$ cat config.mk
export PLATFORM = sky130hd
export DESIGN_NAME = spi_reg_frontend
export DESIGN_NICKNAME = d
export VERILOG_FILES = /design/src/rtl/spi_reg_frontend.sv
export SDC_FILE = /design/constraint.sdc
export NUM_CORES = 1
export LEC_CHECK = 0
export CORE_MARGIN = 5
export CORE_UTILIZATION = 53
export DETAILED_ROUTE_END_ITERATION = 7
export PLACE_DENSITY = 0.88
export SKIP_LAST_GASP = 1
export SYNTH_ARGS = -nofsm -noshare
export SYNTH_HDL_FRONTEND = slang
export SYNTH_SLANG_ARGS = --single-unit
$ cat constraint.sdc
create_clock -name clk -period 2.1 [get_ports clk]
set_input_delay 0.63 -clock clk [delete_from_list [all_inputs] [get_ports clk]]
set_output_delay 0.63 -clock clk [all_outputs]
set_load 0.01 [all_outputs]
$ cat src/rtl/spi_reg_frontend.sv
// spi_reg_frontend: SPI mode-0 target (MSB-first, 16-bit frames) feeding the
// PWM control register bank. SCLK/COPI/nCS are oversampled in the clk domain.
// Optional feature: define SPI_READBACK_EN to make 16-bit read frames valid and
// shift reg[addr] out on cipo; when undefined cipo is tied low and reads are
// dropped silently.
`timescale 1ns/1ps
module spi_reg_frontend #(
    parameter int         SYNC_STAGES = 2,
    parameter logic [7:0] RESET_DUTY  = 8'h00
) (
    input  logic       clk,
    input  logic       rst_n,
    input  logic       sclk,
    input  logic       copi,
    input  logic       ncs,
    output logic       cipo,
    output logic [7:0] en_reg_out_7_0,
    output logic [7:0] en_reg_out_15_8,
    output logic [7:0] en_reg_pwm_7_0,
    output logic [7:0] en_reg_pwm_15_8,
    output logic [7:0] pwm_duty_cycle,
    output logic       txn_done,
    output logic       txn_err
);

    typedef enum logic [1:0] {IDLE, SHIFT, COMMIT} state_t;

    state_t                 state, state_nxt;
    logic [SYNC_STAGES-1:0] sclk_sync, copi_sync, ncs_sync;
    logic                   sclk_h, ncs_h;
    logic [SYNC_STAGES:0]   prime_pipe;
    logic                   armed;
    logic [15:0]            shreg;
    logic [4:0]             bitcnt;
    logic                   wr_en, done_d, err_d;

    wire sclk_s   = sclk_sync[SYNC_STAGES-1];
    wire copi_s   = copi_sync[SYNC_STAGES-1];
    wire ncs_s    = ncs_sync[SYNC_STAGES-1];
    wire sclk_rise = sclk_s & ~sclk_h;
    wire ncs_fall = ~ncs_s & ncs_h;
    wire ncs_rise = ncs_s & ~ncs_h;
    // The sync flops start from reset values, not real samples; only trust
    // synced ncs for arming once the chain and history flop have been refilled.
    wire primed   = prime_pipe[SYNC_STAGES];

    wire       is_write = shreg[15];
    wire [6:0] addr     = shreg[14:8];
    wire       len_ok   = (bitcnt == 5'd16);
    wire       addr_ok  = (addr <= 7'd4);

    // Input synchronisers plus history flops for edge detection
    always_ff @(posedge clk or negedge rst_n) begin
        if (!rst_n) begin
            sclk_sync <= '0;
            copi_sync <= '0;
            ncs_sync  <= '1;
            sclk_h    <= 1'b0;
            ncs_h     <= 1'b1;
        end else begin
            sclk_sync <= {sclk_sync[SYNC_STAGES-2:0], sclk};
            copi_sync <= {copi_sync[SYNC_STAGES-2:0], copi};
            ncs_sync  <= {ncs_sync[SYNC_STAGES-2:0], ncs};
            sclk_h    <= sclk_s;
            ncs_h     <= ncs_s;
        end
    end

    // Arm only after nCS has been seen idle-high, so a frame in flight at reset release is skipped
    always_ff @(posedge clk or negedge rst_n) begin
        if (!rst_n) begin
            prime_pipe <= '0;
            armed      <= 1'b0;
        end else begin
            prime_pipe <= {prime_pipe[SYNC_STAGES-1:0], 1'b1};
            armed      <= armed | (primed & ncs_s);
        end
    end

    // FSM state register
    always_ff @(posedge clk or negedge rst_n) begin
        if (!rst_n) state <= IDLE;
        else        state <= state_nxt;
    end

    // FSM next-state logic
    always_comb begin
        state_nxt = state;
        case (state)
            IDLE:    if (ncs_fall && armed) state_nxt = SHIFT;
            SHIFT:   if (ncs_rise)          state_nxt = COMMIT;
            COMMIT:                         state_nxt = IDLE;
            default:                        state_nxt = IDLE;
        endcase
    end

    // FSM outputs: commit decision, evaluated only in COMMIT
    always_comb begin
        wr_en  = 1'b0;
        done_d = 1'b0;
        err_d  = 1'b0;
        if (state == COMMIT) begin
            if (len_ok && is_write && addr_ok) begin
                wr_en  = 1'b1;
                done_d = 1'b1;
            end else if (len_ok && !is_write) begin
`ifdef SPI_READBACK_EN
                done_d = 1'b1;
`endif
            end else begin
                err_d = 1'b1;
            end
        end
    end

    // Frame shifter; an SCLK rise coinciding with the nCS rise is dropped
    always_ff @(posedge clk or negedge rst_n) begin
        if (!rst_n) begin
            shreg  <= '0;
            bitcnt <= '0;
        end else if (state == IDLE && state_nxt == SHIFT) begin
            shreg  <= '0;
            bitcnt <= '0;
        end else if (state == SHIFT && !ncs_rise && sclk_rise) begin
            shreg  <= {shreg[14:0], copi_s};
            bitcnt <= (bitcnt == 5'd17) ? 5'd17 : bitcnt + 5'd1;
        end
    end

    // Control register bank; only the addressed register is written
    always_ff @(posedge clk or negedge rst_n) begin
        if (!rst_n) begin
            en_reg_out_7_0  <= 8'h00;
            en_reg_out_15_8 <= 8'h00;
            en_reg_pwm_7_0  <= 8'h00;
            en_reg_pwm_15_8 <= 8'h00;
            pwm_duty_cycle  <= RESET_DUTY;
        end else if (wr_en) begin
            case (addr)
                7'd0:    en_reg_out_7_0  <= shreg[7:0];
                7'd1:    en_reg_out_15_8 <= shreg[7:0];
                7'd2:    en_reg_pwm_7_0  <= shreg[7:0];
                7'd3:    en_reg_pwm_15_8 <= shreg[7:0];
                7'd4:    pwm_duty_cycle  <= shreg[7:0];
                default: ;
            endcase
        end
    end

    // Transaction status pulses, aligned with the register load
    always_ff @(posedge clk or negedge rst_n) begin
        if (!rst_n) begin
            txn_done <= 1'b0;
            txn_err  <= 1'b0;
        end else begin
            txn_done <= done_d;
            txn_err  <= err_d;
        end
    end

`ifdef SPI_READBACK_EN
    logic [7:0] rd_data;
    logic [7:0] tx_sr;
    wire        sclk_fall = ~sclk_s & sclk_h;

    // Read mux; after 8 rises shreg[6:0] holds the address field
    always_comb begin
        rd_data = 8'h00;
        case (shreg[6:0])
            7'd0:    rd_data = en_reg_out_7_0;
            7'd1:    rd_data = en_reg_out_15_8;
            7'd2:    rd_data = en_reg_pwm_7_0;
            7'd3:    rd_data = en_reg_pwm_15_8;
            7'd4:    rd_data = pwm_duty_cycle;
            default: rd_data = 8'h00;
        endcase
    end

    // Readback shifter: load on the fall after the 8th rise, then one bit per fall
    always_ff @(posedge clk or negedge rst_n) begin
        if (!rst_n) begin
            cipo  <= 1'b0;
            tx_sr <= 8'h00;
        end else if (ncs_s) begin
            cipo  <= 1'b0;
        end else if (state == SHIFT && sclk_fall) begin
            if (bitcnt == 5'd8) begin
                cipo  <= rd_data[7];
                tx_sr <= {rd_data[6:0], 1'b0};
            end else if (bitcnt > 5'd8) begin
                cipo  <= tx_sr[7];
                tx_sr <= {tx_sr[6:0], 1'b0};
            end
        end
    end
`else
    assign cipo = 1'b0;
`endif

endmodule

==> impl_metrics.env, run 1 <==
export IMPL_synth_common_cells="74 x dfrtp_1, 40 x mux2_2, 15 x a22o_1"
export IMPL_start_kind="flip-flop"
export IMPL_min_path_type="in -> async"
export IMPL_post_drt_wl_per_cell_um=17.6
export IMPL_clockBufferDepth=2
export IMPL_ioPinCount=48
export IMPL_setup_viol=0
export IMPL_htree_levels=3
export IMPL_cp_slowest_stage_delay_ps=570
export IMPL_synth_top_area_cell="dfrtp_1"
export IMPL_pwr_density_cell_nw_per_um2=745
export IMPL_chipWidth_um=85.4
export IMPL_synthesis_area_um2=3010
export IMPL_drt_iter0_markers=87
export IMPL_critPathMaxFanout=2
export IMPL_maxSlewViolCount=0
export IMPL_setup_tns_ps=0
export IMPL_dp_slack_ps=170
export IMPL_first_pass_iters=4
export IMPL_synthMuxAreaShare_pct=15.3
export IMPL_leakagePower_nw=1.83
export IMPL_outcome="finished, final reports clean"
export IMPL_grt_max_degree=47
export IMPL_final_cell_area_um2=3740
export IMPL_crit_type="reg -> out"
export IMPL_finalHoldViolations=0
export IMPL_grt_use_total_pct=17.6
export IMPL_grt_pass1_wl_um=9740
export IMPL_vias=1829
export IMPL_maxCapViolations=0
export IMPL_crit_path_end_kind="primary output"
export IMPL_finClkSkew_ps=7.68
export IMPL_layout_drive_gt1_share_pct=28.5
export IMPL_synth_edf_count=0
export IMPL_final_antenna_net_count=0
export IMPL_dpl_instance_area_um2=3560
export IMPL_slew_headroom_pct=52.7
export IMPL_clock_root_buffer="clkbuf_8"
export IMPL_finalPower_mw=2.79
export IMPL_utilization_pct=68.0
export IMPL_grt_overflow=0
export IMPL_numCtsBuffers=9
export IMPL_clk_pin_slew_worst_paths_ps=70
export IMPL_fmax_mhz=524
export IMPL_cp_cell_sequence="clkdlybuf4s50_1"
export IMPL_synth_most_common_cell="dfrtp_1"
export IMPL_cp_startpoint="en_reg_pwm_15_8[0]$_DFFE_PN0P_"
export IMPL_ys_async_sr_fraction_pct=100
export IMPL_yosysUniqueCellTypes=39
export IMPL_yosysWarnings=0
export IMPL_clock_sinks=77
export IMPL_grt_pass1_vias=1958
export IMPL_drc=0
export IMPL_ir_drop_v=0.000597
export IMPL_postCtsHoldBufs=0
export IMPL_synth_cells=198
export IMPL_ys_seq_elements=77
export IMPL_fin_crit_ps=1910
export IMPL_clk_insertion_delay_late_ps=340
export IMPL_synthAdderAreaFrac_pct=1.25
export IMPL_drt_vias_per_instance=5.58
export IMPL_antenna_found_initial=0
export IMPL_cts_setup_buffers=0
export IMPL_gp_congestion=0.843
export IMPL_cts_resized=0
export IMPL_crit_family="buffers and inverters"
export IMPL_syn_to_final_growth_pct=24.3
export IMPL_synth_xor_area_share_pct=0
export IMPL_seq_area_frac_synth_pct=64.1
export IMPL_core_area_um2=5510
export IMPL_slowest_stage="clkdlybuf4s50_1"
export IMPL_cp_arrival_ps=1280
export IMPL_rsz0062_at_grt="no"
export IMPL_cp_buffers_inverters=1
export IMPL_yosys_area_share_simple_pct=9.22
export IMPL_r2r_start="bitcnt[0]$_DFFE_PN0P_"
export IMPL_start_util_pct=54.7
export IMPL_dieArea_um2=7290
export IMPL_num_antenna_cells=0
export IMPL_avgSynthCellArea_um2=15.2
export IMPL_syn_nets=206
export IMPL_final_period_utilization_pct=90.8
export IMPL_die_y_um=85.4
export IMPL_wirelength_um=5770
export IMPL_io_buffers=46
export IMPL_fin_nets=259
export IMPL_fillers=389
export IMPL_worstMarginPinSlew_ps=710
export IMPL_synth_compound_area_share_pct=7.98
export IMPL_ys_top_cells_by_area="dfrtp_1 61%, mux2_2 15%, a22o_1 4.4%"
export IMPL_required_ps=1470
export IMPL_hpwl_um=3840
export IMPL_rows=27
export IMPL_cts_tree="done"
export IMPL_netlist_area_leader_share_pct=61.5
export IMPL_synth_top_family_by_area="multiplexers"
export IMPL_layout_setup_ws_ps=193
export IMPL_ys_dominant_reg_cell="dfrtp_1"
-- layout by cell type (no fill, tap or decap), types with 2 or more instances in the layout --
cell type / instances
clkinv_2: 3
nand4_2: 5
mux2_2: 40
clkdlybuf4s50_1: 45
ha_1: 3
a22o_2: 2
clkbuf_1: 2
and3b_1: 2
o221ai_1: 2
clkbuf_8: 9
nand4b_1: 2
a22o_1: 15
o21ai_0: 2
buf_4: 4
nand3_1: 3
conb_1: 2
inv_1: 4
dfrtp_1: 74
dfstp_2: 3
nor4bb_1: 2
nand2b_1: 2
nor3b_1: 3
nand2_1: 7
-- power breakdown --
part	total, mW	internal (mW)	switching [mW]
registers	1.57	1.52	0.0468
logic	0.164	0.0688	0.0954
clock network	1.06	0.546	0.509
-- sequential cells by signal, indices dropped and copies added (netlist names), 3 cells and up --
signal           count
bitcnt               5
en_reg_out_15_8      8
en_reg_out_7_0       8
en_reg_pwm_15_8      8
en_reg_pwm_7_0       8
prime_pipe           3
pwm_duty_cycle       8
shreg               16
-- cells by family (layout without fill, tap and decap cells) --
| family | count (synthesis) | after routing |
|---|---|---|
| compound gates | 28 | 28 |
| fa+ha+maj | 3 | 3 |
| buf+inv | 12 | 70 |
| flops | 77 | 77 |
| mux | 41 | 41 |
| other cells | 2 | 2 |
| simple gates | 35 | 35 |
-- metal layers --
| layer | GRT usage, % | share of wire [%] | vias to the layer above |
|---|---|---|---|
| met2 | 27.4 | 50 | 46 |
| met3 | 4.17 | 4.2 | 5 |
| met1 | 23.3 | 44 | 947 |
| li1 | - | - | 831 |
| met5 | 0 | 0 | - |
| met4 | 8.20 | 1.2 | 0 |
-- stage by stage --
stage               std cells  hold slack [ps]
floorplan                 198              331
global placement          312              333
detailed placement        312              336
CTS                       328              222
global route              328              231
finish                    328              229
-- worst paths after layout --
path	endpoint	slack, ps	cells past startpoint
min	prime_pipe[2]$_DFF_PN0_	230	1
max in group asynchronous	ncs_sync[0]$_DFF_PN1_	1250	2
min in group clk	prime_pipe[2]$_DFF_PN0_	350	0
max	en_reg_pwm_15_8[0]	190	1
max reg2reg	en_reg_out_15_8[1]$_DFFE_PN0P_	190	6
min reg2reg	prime_pipe[2]$_DFF_PN0_	350	0
-- layout make-up --
type | instances | area, µm² | area share (%)
sequential | 77 | 1930 | 51.6
multi-input combinational | 109 | 1020 | 27.3
timing repair buffer | 50 | 500 | 13.4
clock buffer | 11 | 131 | 3.51
tap | 72 | 90.1 | 2.41
clock inverter | 5 | 53.8 | 1.44
inverter | 4 | 15.0 | 0.401
(Power assumes the default switching activity.)
==> run 2: changes to the inputs <==
SLEW_MARGIN = 20   (was unset)
==> results of run 2 <==
Same layout as run 1: the final DEF is identical, and so are final timing and power.
